[config.mk]
export PLATFORM = sky130hd
export DESIGN_NAME = spi_master_mc
export DESIGN_NICKNAME = d
export VERILOG_FILES = /design/src/rtl/spi_master_mc.sv
export SDC_FILE = /design/constraint.sdc
export NUM_CORES = 1
export LEC_CHECK = 0
export ABC_AREA = 1
export CORE_MARGIN = 3
export CORE_UTILIZATION = 51
export DETAILED_ROUTE_END_ITERATION = 10
export GPL_ROUTABILITY_DRIVEN = 0
export GPL_TIMING_DRIVEN = 1
export MAX_ROUTING_LAYER = met4
export PLACE_DENSITY = 0.8
export SLEW_MARGIN = 40
export SYNTH_ARGS = -nofsm -noshare
export SYNTH_HDL_FRONTEND = slang
export SYNTH_SLANG_ARGS = --single-unit
[constraint.sdc]
create_clock -name clk -period 2 [get_ports clk]
set_input_delay 0.3 -clock clk [delete_from_list [all_inputs] [get_ports clk]]
set_output_delay 0.3 -clock clk [all_outputs]
set_load 0.1 [all_outputs]
[src/rtl/spi_master_mc.sv]
// SPI master: one DATA_WIDTH word per transfer with per-transfer mode, bit order and slave select.
// Settings are captured at acceptance, so input changes during a transfer have no effect.
module spi_master_mc #(
    parameter int DATA_WIDTH = 8,
    parameter int NUM_CS     = 4,
    parameter int CLK_DIV    = 5,
    parameter int CSW        = (NUM_CS > 1) ? $clog2(NUM_CS) : 1
) (
    input  logic                  clk,
    input  logic                  rst,
    input  logic                  start,
    input  logic [DATA_WIDTH-1:0] tx_data,
    input  logic [CSW-1:0]        cs_sel,
    input  logic [1:0]            mode,
    input  logic                  lsb_first,
    input  logic                  miso,
    output logic                  sclk,
    output logic                  mosi,
    output logic [NUM_CS-1:0]     cs_n,
    output logic                  busy,
    output logic                  done,
    output logic [DATA_WIDTH-1:0] rx_data,
    output logic                  err
);
    localparam int CNT_W = (CLK_DIV > 1) ? $clog2(CLK_DIV) : 1;
    localparam int HW    = $clog2(2 * DATA_WIDTH);
    localparam logic [CSW:0] CS_LIM = (CSW + 1)'(NUM_CS);

    typedef enum logic [1:0] {IDLE, SETUP, XFER, HOLD} state_t;

    state_t                state, state_nxt;
    logic [CNT_W-1:0]      cnt;
    logic [HW-1:0]         hcnt;
    logic                  cpol_lat, cpha_lat, lsb_lat;
    logic [CSW-1:0]        cs_lat;
    logic [DATA_WIDTH-1:0] tx_sr, rx_sr;

    logic cs_ok, accept, reject, cnt_end, last_half;
    logic edge_tick, lead_edge, trail_edge, sample_en, shift_en, finish;

    assign cs_ok      = ({1'b0, cs_sel} < CS_LIM);
    assign accept     = (state == IDLE) && start && cs_ok;
    assign reject     = (state == IDLE) && start && !cs_ok;
    assign cnt_end    = (cnt == CNT_W'(CLK_DIV - 1));
    assign last_half  = (hcnt == HW'(2 * DATA_WIDTH - 1));
    assign finish     = (state == HOLD) && cnt_end;

    // Even half-period indices end on a leading sclk edge, odd ones on a trailing edge.
    assign edge_tick  = (state == XFER) && cnt_end;
    assign lead_edge  = edge_tick && !hcnt[0];
    assign trail_edge = edge_tick && hcnt[0];
    assign sample_en  = cpha_lat ? trail_edge : lead_edge;
    // The first bit is already on mosi from SETUP, so the first CPHA=1 leading edge only presents it.
    assign shift_en   = cpha_lat ? (lead_edge && (hcnt != '0)) : (trail_edge && !last_half);

    assign busy = (state != IDLE);
    assign mosi = (state != IDLE) ? (lsb_lat ? tx_sr[0] : tx_sr[DATA_WIDTH-1]) : 1'b0;

    always_comb begin
        cs_n = '1;
        for (int i = 0; i < NUM_CS; i++) begin
            if ((state != IDLE) && (cs_lat == CSW'(i))) cs_n[i] = 1'b0;
        end
    end

    always_ff @(posedge clk) begin
        if (rst) state <= IDLE;
        else     state <= state_nxt;
    end

    always_comb begin
        state_nxt = state;
        case (state)
            IDLE:    if (accept) state_nxt = SETUP;
            SETUP:   if (cnt_end) state_nxt = XFER;
            XFER:    if (cnt_end && last_half) state_nxt = HOLD;
            HOLD:    if (cnt_end) state_nxt = IDLE;
            default: state_nxt = IDLE;
        endcase
    end

    always_ff @(posedge clk) begin
        if (rst) begin
            cnt      <= '0;
            hcnt     <= '0;
            sclk     <= 1'b0;
            cpol_lat <= 1'b0;
            cpha_lat <= 1'b0;
            lsb_lat  <= 1'b0;
            cs_lat   <= '0;
            done     <= 1'b0;
            err      <= 1'b0;
            rx_data  <= '0;
        end else begin
            done <= finish;
            err  <= reject;
            if ((state == IDLE) || cnt_end) cnt <= '0;
            else                            cnt <= cnt + CNT_W'(1);
            if (state != XFER)  hcnt <= '0;
            else if (cnt_end)   hcnt <= last_half ? '0 : hcnt + HW'(1);
            if (accept) begin
                sclk     <= mode[1];
                cpol_lat <= mode[1];
                cpha_lat <= mode[0];
                lsb_lat  <= lsb_first;
                cs_lat   <= cs_sel;
            end else if (edge_tick) begin
                sclk <= ~sclk;
            end
            if (finish) rx_data <= rx_sr;
        end
    end

    always_ff @(posedge clk) begin
        if (accept)        tx_sr <= tx_data;
        else if (shift_en) tx_sr <= lsb_lat ? (tx_sr >> 1) : (tx_sr << 1);
        if (sample_en) begin
            rx_sr <= lsb_lat ? {miso, rx_sr[DATA_WIDTH-1:1]} : {rx_sr[DATA_WIDTH-2:0], miso};
        end
    end

endmodule

; ---- Yosys cells after proc, flatten, opt, wreduce, memory -nomap -nowiden
; Cells that the tools add are included.
[totals]
input_bits = 17
out_inout_bits = 17
word_cells = 71
reg_bits = 39
[op_classes]
n_eq_ne = 13
n_reduce_logical = 24
n_bitwise = 1
mux = 20
addsub = 2
[ops]
columns = operator, count
row1 = 8-bit two-way mux, 4
row2 = 1-bit logical AND, 12
row3 = 1-bit two-way mux, 10
row4 = "2-bit == test, second input constant", 4
row5 = 2-bit two-way mux, 4
row6 = "2-bit inequality test, second input constant", 4
row7 = 2-bit one-hot mux with 4 select lines, 1
row8 = 2-bit nonzero test, 3
row9 = "4-bit by 1-bit adder with 4-bit output, second input constant", 1
row10 = "2-bit by 1-bit == test with 1-bit output, second input constant", 2
row11 = "4-bit == test, second input constant", 1
row12 = 2-bit logical NOT, 2
row13 = 4-bit two-way mux, 1
row14 = 4-bit AND reduction, 1
row15 = 4-bit nonzero test, 1
row16 = 2-bit OR reduction, 2
row17 = "3-bit by 1-bit adder with 3-bit output, second input constant", 1
row18 = "3-bit == test, second input constant", 1
row19 = 1-bit logical NOT, 2
row20 = "2-bit by 1-bit inequality test with 1-bit output, second input constant", 1
row21 = 1-bit logical OR, 1
row22 = 1-bit NOT, 1

; ---- Longest topological paths before layout
; Gate-level depths: netlist of the first run.
[logic_depth]
depth_word = 7
ltp_mapped = 9

; ---- Worst setup path after synthesis of the first run
; OpenSTA, ideal clock, no wires.
[synth_timing]
kind = reg2out
from = reg state[0]
to = out mosi
slack_ns = -1.090
path_stages_with_launch = 6
arrival_ns = 2.790
path_cell_list = dfxtp_1 -> inv_1 -> ha_1 -> clkinv_1 -> o21ai_0 -> a21oi_1
[synth_between]
elab_chain_cells = 2
[synth_rtl]
columns = element, line
row1 = from (decl), 31  ; state_t state, state_nxt;
row2 = from (signal assigned), 68  ; else state <= state_nxt;
row3 = 2-bit nonzero test, -
row4 = named net busy, 20  ; output logic busy,
row5 = 1-bit two-way mux, 57  ; assign mosi = (state != IDLE) ? (lsb_lat ? tx_sr[0] : tx_sr[DATA_WIDTH-1]) : 1'b0;
row6 = to (decl), 18  ; output logic mosi,
; The timed path passes the listed nets, and every way through them passes these cells.

; ---- Final worst setup path of the first run
[layout_timing]
from = reg state[0]
to = out mosi
[layout_between]
elab_chain_cells = 2
[layout_rtl]
columns = element, line
row1 = 2-bit nonzero test, 57
row2 = 1-bit two-way mux, 57
; No other way between the ends.

==> out/summary.txt, run 1 <==
CTS H-tree lvls - 2
Area contributors post-synth - edfxtp_1 (26%), dfxtp_1 (25%), nand2_1 (10%), ha_1 (6.1%), nand3_1 (6.0%)
WP data arrival - 1.59 ns
EDFF count, synth - 16
endpoints failing setup - 0
status - finished clean
setup tns final - 0 ns
hold wc startpoint - cnt[0]$_SDFF_PP0_
worst hold path class - reg2reg
RSZ-0062 raised after global routing - false
Final Max Slew Viols - 0
Top FF cell, synth - dfxtp_1
TritonRoute pass-1 iters - 4
Fmax - 530 MHz
skew final - 0.0169 ns
sequential area share after synthesis - 51.1%
Clock Pin Slew Worst Setup and Hold Paths - 0.11 ns
Ys Warns - 0
# IOs - 34
CTS buffer count - 5
Synth Area in Simple Gates - 22.8%
crit path capture type - primary output
area leader, netlist - edfxtp_1
Nets - 290
Post-synth top cells - nand2_1 (50), dfxtp_1 (23), nor2_1 (23)
Layout Area Growth over Synthesis - 29.3%
First DRT Iteration DRCs - 96
Final Hold Vio Count - 0
vias in the first global route - 1448
clock buffer depth - 2
layout cells sized above 1 - 16.2%
PwrDens - 1150 mW/mm^2
Worst setup startpoint - state[0]$_SDFFE_PP0P_
Min Clock Period, post-route - 1.89 ns
largest net degree at the start of global routing - 16
VDD IR max - 1.23 mV
number of vias per cell - 5.05
Initial Util - 53.9%
die height - 66.1 um
area of the die - 0.00437 mm^2
compound-cell area share of the yosys netlist - 11.5%
global route overflow - 0
CTS Hold Bufs - 0
startpoint types - flip-flop
Die W - 66.1 um
adder-cell area share of the yosys netlist - 6.11%
worst r2r src - cnt[0]$_SDFF_PP0_
Worst Setup Path Type - reg2out
# rows - 21
fin cells - 311
Core ar. - 0.00342 mm^2
dpl cells - 299
All-Layer GR Usage - 19.3%
Hold WS - 0.458 ns
Worst Path Required - 1.70 ns
Final HPWL DP - 2720 um
WL final - 3760 um
leak pwr - 0.000956 uW
post-synthesis mux area share - 0%
DR DRC count - 0
main combinational cell family by area after synthesis - simple AND/OR/NAND/NOR gates
CP max FO - 7
most frequent cell after synthesis - nand2_1
Final Core Density - 69.7%
Skew-Pair Late Insertion Delay - 0.36 ns
CTS tree - built
Synth Cell Area - 0.00184 mm^2
#FFs+latches synth - 39
Root Driver - clkbuf_4
DR vias - 1572
I/O Buffers - 32
top cell type's share of synthesized area - 26.1%
synth unique cells - 24
Post-Syn Instances - 225
Avg WL per Cell - 12.1 um
first-pass GRT wire length - 6270 um
Antenna Cells - 0
Synth Area in XOR/XNOR - 0.476%
total clock sinks - 39
post-route ant nets - 0
ys async rst share - 0%
Avg Synthesized Cell Area - 8.19 um^2
synthesized net count - 251
Max Cap Violations - 0
final worst-path cycle share - 94.3%
initial antenna violation count - 0
[layout make-up]
type | count | area (um^2)
multi-input cells | 154 | 811
fillers | 290 | 1030
flip-flops and latches | 39 | 943
clock buffers | 5 | 37.5
clock inverters | 3 | 20.0
well taps | 46 | 57.6
repair buffers | 40 | 415
inverters | 24 | 96.3
[report_power, final]
part,switching [uW],leakage (uW),internal (uW)
clock,278,0.0000272,134
sequential,95.2,0.000336,987
combinational,795,0.000592,438
total,1170,0.000956,1560
[placed cells by master, fill, tap and decap left out]
cell type / count
clkinv_1: 1
clkinv_4: 1
o21ai_1: 2
clkinvlp_4: 2
nand3_2: 1
nand2_1: 50
clkbuf_4: 5
dfxtp_2: 2
o21ai_0: 21
buf_4: 18
or2_0: 1
nand2b_1: 1
dfxtp_1: 21
nand2_2: 2
conb_1: 1
nor3_1: 1
buf_12: 6
clkinv_2: 2
nand4_1: 1
xnor2_1: 1
a31oi_1: 1
inv_1: 21
a21oi_4: 1
nand3_1: 18
nor2_1: 23
edfxtp_1: 16
nand3_4: 3
a21oi_1: 17
ha_1: 9
clkdlybuf4s50_1: 16
[metal layers]
layer	track usage, %	share of wire, %	vias to the layer above
met3	6.12	6.6	7
met2	29.2	48	37
met1	23.7	44	718
li1	-	-	810
met4	8.12	1.6	0
met5	-	0	-
[worst max-delay path: stages (launching register included)]
cell and delay (ns):
dfxtp_2 0.37, inv_1 0.08, ha_1 0.25, clkinv_4 0.09
o21ai_1 0.10, a21oi_4 0.16, buf_12 0.19
[flip-flops by register name (all words and copies together), names as in the netlist]
name,count
sclk,1
rx_data,8
cpha_lat,1
done,1
rx_sr,8
hcnt,4
cnt,3
lsb_lat,1
cs_lat,2
tx_sr,8
state,2
[cell families after synthesis]
family                     Yosys count
and+or+nand+nor                    101
DFF                                 39
AOI/OAI and AO/OA                   42
buffers and inverters               32
other                                1
xor gates and xnor gates             1
adders and majority gates            9
[path summary, 6_finish.rpt]
| check | end | slack, ns | cells after the start |
|---|---|---|---|
| worst min register to register | cnt[0]$_SDFF_PP0_ | 0.46 | 1 |
| worst max-delay path | mosi | 0.11 | 6 |
| worst min-delay path | cnt[0]$_SDFF_PP0_ | 0.46 | 1 |
| worst max register to register | tx_sr[0]$_DFFE_PP_ | 0.28 | 8 |
[per-stage QoR]
stage | setup slack (ns) | cell area [um^2] | power (uW)
floorplan | -0.151 | 1900 | 1900
global placement | 0.329 | 2290 | 2230
detailed placement | 0.263 | 2290 | 2250
CTS | 0.00927 | 2350 | 2670
global route | 0.00883 | 2380 | 2890
finish | 0.114 | 2380 | 2730
[repair_timing]
item | CTS | global route
setup endpoints to repair | 1 | 1
setup buffers | 0 | 4
resized for setup | 3 | 1
(Power assumes the default switching activity.)
==> run 2, diff against run 1 <==
Settings changed: CORE_ASPECT_RATIO set to 0.8, HOLD_SLACK_MARGIN set to 0.1, REMOVE_ABC_BUFFERS set to 1.
==> run 2 against run 1 <==
Effect of this change:
- combinational power decreased by 8%
- core utilization increased by 2.9 points
- sequential power about the same
- worst hold slack improved by 0.0032 ns
- power increased by 7.3%
- critical path type unchanged
- highest routed layer unchanged
==> out/summary.txt, run 2 (same netlist as run 1, synthesis figures left out) <==
First DRT Iteration DRCs - 156 (+63%)
Avg WL per Cell - 12.5 um (+3.7%)
Final Max Slew Viols - 0 (unchanged)
layout cells sized above 1 - 12.5% (-3.7 points)
Gate power share - 38.8% (-6.4 points)
worst-path cell chain - inv_1 > ha_1 > clkinv_1 > o21ai_0 > a21oi_2 > buf_12
Worst Hold Depth - 2 (+1)
Root Driver - clkbuf_8
# IOs - 34 (unchanged)
Final HPWL DP - 2770 um (+1.8%)
# rows - 18 (-14%)
Max Cap Violations - 0 (unchanged)
WP buf/inv - 3 (unchanged)
Skew-Pair Late Insertion Delay - 0.29 ns (-0.07 ns)
Fmax - 532 MHz (+0.32%)
post_cts resized - 0 (-3)
Sequential Power Share - 36.4% (-3.3 points)
DR DRC count - 0 (unchanged)
Core ar. - 0.00327 mm^2 (-4.4%)
Critical Path Max Stage Delay - 0.39 ns (+0.02 ns)
PwrDens - 1230 mW/mm^2 (+7.7%)
Clk pwr share - 24.8% (+9.7 points)
CTS tree - built
CP max FO - 4 (-3)
I/O Buffers - 32 (unchanged)
R2R Path End - tx_sr[4]$_DFFE_PP_
post-route ant nets - 0 (unchanged)
Clock Pin Slew Worst Setup and Hold Paths - 0.08 ns (-0.03 ns)
initial antenna violation count - 0 (unchanged)
vias in the first global route - 1441 (-0.48%)
largest net degree at the start of global routing - 16 (unchanged)
endpoints failing setup - 0 (unchanged)
Crit. path cell count - 6 (unchanged)
die height - 59.8 um (-9.6%)
leak pwr - 0.000973 uW (+1.8%)
clock buffer depth - 2 (unchanged)
Initial Util - 56.4% (+2.5 points)
Worst path slowest cell - dfxtp_1
worst r2r src - cnt[0]$_SDFF_PP0_
dpl cells - 295 (-1.3%)
Largest regs - rx_data: 8 flops, rx_sr: 8 flops, tx_sr: 8 flops
WP data arrival - 1.58 ns (about the same)
area of the die - 0.00437 mm^2 (about the same)
TritonRoute pass-1 iters - 4 (unchanged)
Critical Path End - mosi
RSZ-0062 raised after global routing - false
number of vias per cell - 5.23 (+3.5%)
All-Layer GR Usage - 19.8% (+0.54 points)
internal power - 1820 uW (+16%)
fin cells - 303 (-2.6%)
Min Clock Period, post-route - 1.88 ns (-0.00599 ns)
CTS Hold Bufs - 0 (unchanged)
CTS buffer count - 5 (unchanged)
Layout Area Growth over Synthesis - 28.7%
Antenna Cells - 0 (unchanged)
startpoint types - flip-flop
Nets - 288 (-0.69%)
DP Worst Slack - 0.292 ns (+0.0299 ns)
global route overflow - 0 (unchanged)
WL final - 3800 um (+1.1%)
Psw - 1110 uW (-5.0%)
DR vias - 1585 (+0.83%)
worst hold path class - reg2reg
Worst Path Required - 1.70 ns (about the same)
worst setup margin - 0.120 ns (+0.00599 ns)
Final Core Density - 72.6% (+2.9 points)
first-pass GRT wire length - 6380 um (+1.9%)
skew final - 0.00530 ns (-0.0116 ns)
Final Hold Vio Count - 0 (unchanged)
R2R Setup Slk - 0.29 ns (about the same)
Worst path top cell family by delay - flip-flops
Worst Setup Path Type - reg2out
switching part of the total power - 37.9% (-4.9 points)
status - finished clean
Die W - 73.2 um (+11%)
CTS H-tree lvls - 2 (unchanged)
final worst-path cycle share - 94.0% (-0.30 points)
crit path capture type - primary output
total clock sinks - 39 (unchanged)
R2R cell count - 8 (unchanged)
VDD IR max - 1.08 mV (-13%)
Post-CTS Setup Bufs - 0 (unchanged)
Worst setup startpoint - state[1]$_SDFFE_PP0P_
commonest non-fill, non-tap cells in the layout - nand2_1 (50), nor2_1 (23), dfxtp_1 (23)
commonest non-fill, non-tap cell in the layout - nand2_1
[run 2: changes by cell type in the layout (fill, tap and decap cells not counted), moves of 2 or more]
| cell | previous run | this run |
|---|---|---|
| dfxtp_1 | 21 | 23 |
| clkbuf_4 | 5 | 0 |
| dfxtp_2 | 2 | 0 |
| nand3_1 | 18 | 22 |
| clkbuf_8 | 0 | 5 |
| clkinvlp_4 | 2 | 0 |
| nand3_4 | 3 | 0 |
| buf_4 | 18 | 16 |
[run 2: area by class of cell]
class	instances	area, um^2
clock buffers	7	97.6
clock inverters	1	30.0
fillers	250	895
inverters	24	91.3
multi-input cells	154	761
flip-flops and latches	39	941
well taps	40	50.0
repair buffers	38	400
[run 2: worst min path at each step]
stage	start	endpoint
finish	rx_data[4]$_SDFFE_PP0P_	rx_data[4]$_SDFFE_PP0P_
global route	rx_data[7]$_SDFFE_PP0P_	rx_data[7]$_SDFFE_PP0P_
CTS	cnt[0]$_SDFF_PP0_	cnt[0]$_SDFF_PP0_
detailed placement	cnt[0]$_SDFF_PP0_	cnt[0]$_SDFF_PP0_
global placement	cnt[0]$_SDFF_PP0_	cnt[0]$_SDFF_PP0_
floorplan	rst	lsb_lat$_SDFFE_PP0P_
[run 2: power groups by stage]
stage / clock [uW] / combinational [uW] / sequential (uW)
after global routing: 769 / 1230 / 1080
after floorplan: 0 / 694 / 1100
after CTS: 737 / 1130 / 1060
after global placement: 0 / 1110 / 1070
final: 725 / 1130 / 1070
after detailed placement: 0 / 1120 / 1080
[run 2: per-stage QoR]
stage / cell area (um^2) / TNS (ns) / hold WS, ns / power [uW]
after global routing: 2370 / 0 / 0.491 / 3080
after detailed placement: 2240 / 0 / 0.451 / 2200
after global placement: 2240 / 0 / 0.431 / 2190
after floorplan: 1790 / -3.80 / 0.369 / 1800
final: 2370 / 0 / 0.462 / 2930
after CTS: 2370 / 0 / 0.466 / 2930
[run 2: tightest hold or removal path: cells and delay by family, from the launching register on]
| family | cells | cell delay [ns] |
|---|---|---|
| simple gates | 1 | 0.06 |
| compound gates | 1 | 0.05 |
| flops | 1 | 0.31 |
[run 2: layer usage]
| metal | part of all wire, % | vias up | GRT usage, % |
|---|---|---|---|
| met5 | 0 | - | - |
| met4 | 0.79 | 0 | 7.11 |
| met3 | 6.4 | 4 | 5.04 |
| met2 | 46 | 47 | 30.7 |
| met1 | 47 | 727 | 25.1 |
| li1 | - | 807 | - |
==> run 3, diff against run 2 <==
Settings changed: RECOVER_POWER set to 50.
==> run 3 against run 2 <==
Effect of this change:
- clock skew grew 0.00082 ns
- cell area down 1.6%
- worst setup slack gained 0.0036 ns
- clock power hardly changed
- power fell by 0.57%
- core utilization down 1.1 points
- die area stayed put
- largest power group unchanged
==> out/summary.txt, run 3 (same netlist as run 1, synthesis figures left out) <==
CTS H-tree lvls - 2 (unchanged)
VDD IR max - 1.07 mV (-0.40%)
Clk pwr share - 24.9% (about the same)
Worst Path Required - 1.70 ns (about the same)
WL final - 3790 um (-0.26%)
leak pwr - 0.000956 uW (-1.7%)
Max Cap Violations - 0 (unchanged)
RSZ-0062 raised after global routing - false
I/O Buffers - 32 (unchanged)
DR DRC count - 0 (unchanged)
clock buffer depth - 2 (unchanged)
CTS Hold Bufs - 0 (unchanged)
Root Driver - clkbuf_8
Final Hold Vio Count - 0 (unchanged)
area of the die - 0.00437 mm^2 (unchanged)
Largest regs - rx_data: 8 flops, rx_sr: 8 flops, tx_sr: 8 flops
first-pass GRT wire length - 6380 um (unchanged)
post-route ant nets - 0 (unchanged)
First DRT Iteration DRCs - 138 (-12%)
Post-CTS Setup Bufs - 0 (unchanged)
hold endpoint - rx_data[4]$_SDFFE_PP0P_
R2R Path End - tx_sr[4]$_DFFE_PP_
skew final - 0.00612 ns (+0.000822 ns)
Final HPWL DP - 2770 um (unchanged)
initial antenna violation count - 0 (unchanged)
Layout Area Growth over Synthesis - 26.7%
met2 wire length - 1770 um (+0.74%)
Antenna Cells - 0 (unchanged)
Initial Util - 56.4% (unchanged)
PwrDens - 1250 mW/mm^2 (+1.0%)
status - finished clean
internal power - 1800 uW (-0.74%)
Die W - 73.2 um (unchanged)
largest net degree at the start of global routing - 16 (unchanged)
commonest non-fill, non-tap cells in the layout - nand2_1 (51), nor2_1 (23), dfxtp_1 (23)
dpl cells - 295 (unchanged)
R2R Setup Slk - 0.21 ns (-0.08 ns)
worst r2r src - cnt[0]$_SDFF_PP0_
hold wc startpoint - rx_data[4]$_SDFFE_PP0P_
WL met3 - 291 um (+20%)
Sequential Power Share - 36.6% (+0.2 points)
Skew-Pair Late Insertion Delay - 0.29 ns (about the same)
CP max FO - 4 (unchanged)
worst hold path class - reg2reg
post-layout total power - 2910 uW (-0.57%)
endpoints failing setup - 0 (unchanged)
Hold WS - 0.461 ns (-0.00106 ns)
DR vias - 1614 (+1.8%)
# rows - 18 (unchanged)
number of vias per cell - 5.33 (+1.8%)
switching part of the total power - 38.0% (+0.11 points)
All-Layer GR Usage - 19.8% (unchanged)
Core ar. - 0.00327 mm^2 (unchanged)
# IOs - 34 (unchanged)
Clock Pin Slew Worst Setup and Hold Paths - 0.08 ns (about the same)
WP data arrival - 1.58 ns (about the same)
Fmax - 533 MHz (+0.19%)
Worst Hold Depth - 2 (unchanged)
Gate power share - 38.4% (-0.4 points)
die height - 59.8 um (unchanged)
Nets - 288 (unchanged)
fin cells - 303 (unchanged)
CTS tree - built
wl on met1 - 1700 um (-4.0%)
layout cells sized above 1 - 11.4% (-1.1 points)
Psw - 1110 uW (-0.28%)
Slew HR - 64.1%
crit path capture type - primary output
TritonRoute pass-1 iters - 4 (unchanged)
final worst-path cycle share - 93.8% (-0.18 points)
Final Max Slew Viols - 0 (unchanged)
vias in the first global route - 1441 (unchanged)
CTS buffer count - 5 (unchanged)
Worst Setup Path Type - reg2out
top sig layer - met4
Worst setup startpoint - state[1]$_SDFFE_PP0P_
total clock sinks - 39 (unchanged)
commonest non-fill, non-tap cell in the layout - nand2_1
Slew @ Worst Pin - 0.541 ns
Min Clock Period, post-route - 1.88 ns (-0.00362 ns)
global route overflow - 0 (unchanged)
startpoint types - flip-flop
Avg WL per Cell - 12.5 um (-0.26%)
R2R cell count - 8 (unchanged)
-- run 3: cell type report --
type                            count  area (um^2)
Tap cell                           40         50.0
Timing Repair Buffer               38          365
Clock inverter                      1         30.0
Inverter                           24         91.3
Fill cell                         259          932
Sequential cell                    39          941
Multi-Input combinational cell    154          758
Clock buffer                        7         97.6
-- run 3: timing repair --
item,4_1_cts,5_1_grt
gates resized for setup,0,1
hold endpoints to repair,0,0
endpoints found under the setup margin,0,1
-- run 3: through the flow --
stage	setup WS [ns]	instance area (um^2)	setup TNS [ns]	util, %
final	0.124	2330	0	71.5
after floorplan	-1.09	1790	-3.80	-
after detailed placement	0.292	2240	0	68.6
after global placement	0.353	2240	0	68.6
after CTS	0.0667	2370	0	72.5
after global routing	0.0243	2330	0	71.5
-- run 3: layer usage --
| metal | vias to the layer above | global-route usage (%) |
|---|---|---|
| met2 | 63 | 30.7 |
| met1 | 738 | 25.1 |
| li1 | 809 | - |
| met3 | 4 | 5.04 |
| met5 | - | - |
| met4 | 0 | 7.11 |
-- run 3: power by group through the flow --
stage               sequential (uW)  clock [uW]  combinational (uW)
finish                         1070         725                1120
global route                   1080         769                1220
CTS                            1060         737                1130
floorplan                      1100           0                 694
detailed placement             1080           0                1120
global placement               1070           0                1110
-- run 3: worst max-delay path, stage by stage, from the launching register on --
cell	delay (ns)
dfxtp_1	0.39
inv_1	0.10
ha_1	0.22
clkinv_1	0.07
o21ai_0	0.11
a21oi_2	0.19
buf_12	0.20
-- run 3: how the worst max path moves through the flow --
stage / slack [ns] / cells past startpoint / endpoint
after floorplan: -1.09 / 5 / mosi
after global placement: 0.35 / 8 / tx_sr[3]$_DFFE_PP_
after detailed placement: 0.29 / 8 / tx_sr[2]$_DFFE_PP_
after CTS: 0.07 / 6 / mosi
after global routing: 0.02 / 8 / tx_sr[6]$_DFFE_PP_
final: 0.12 / 6 / mosi
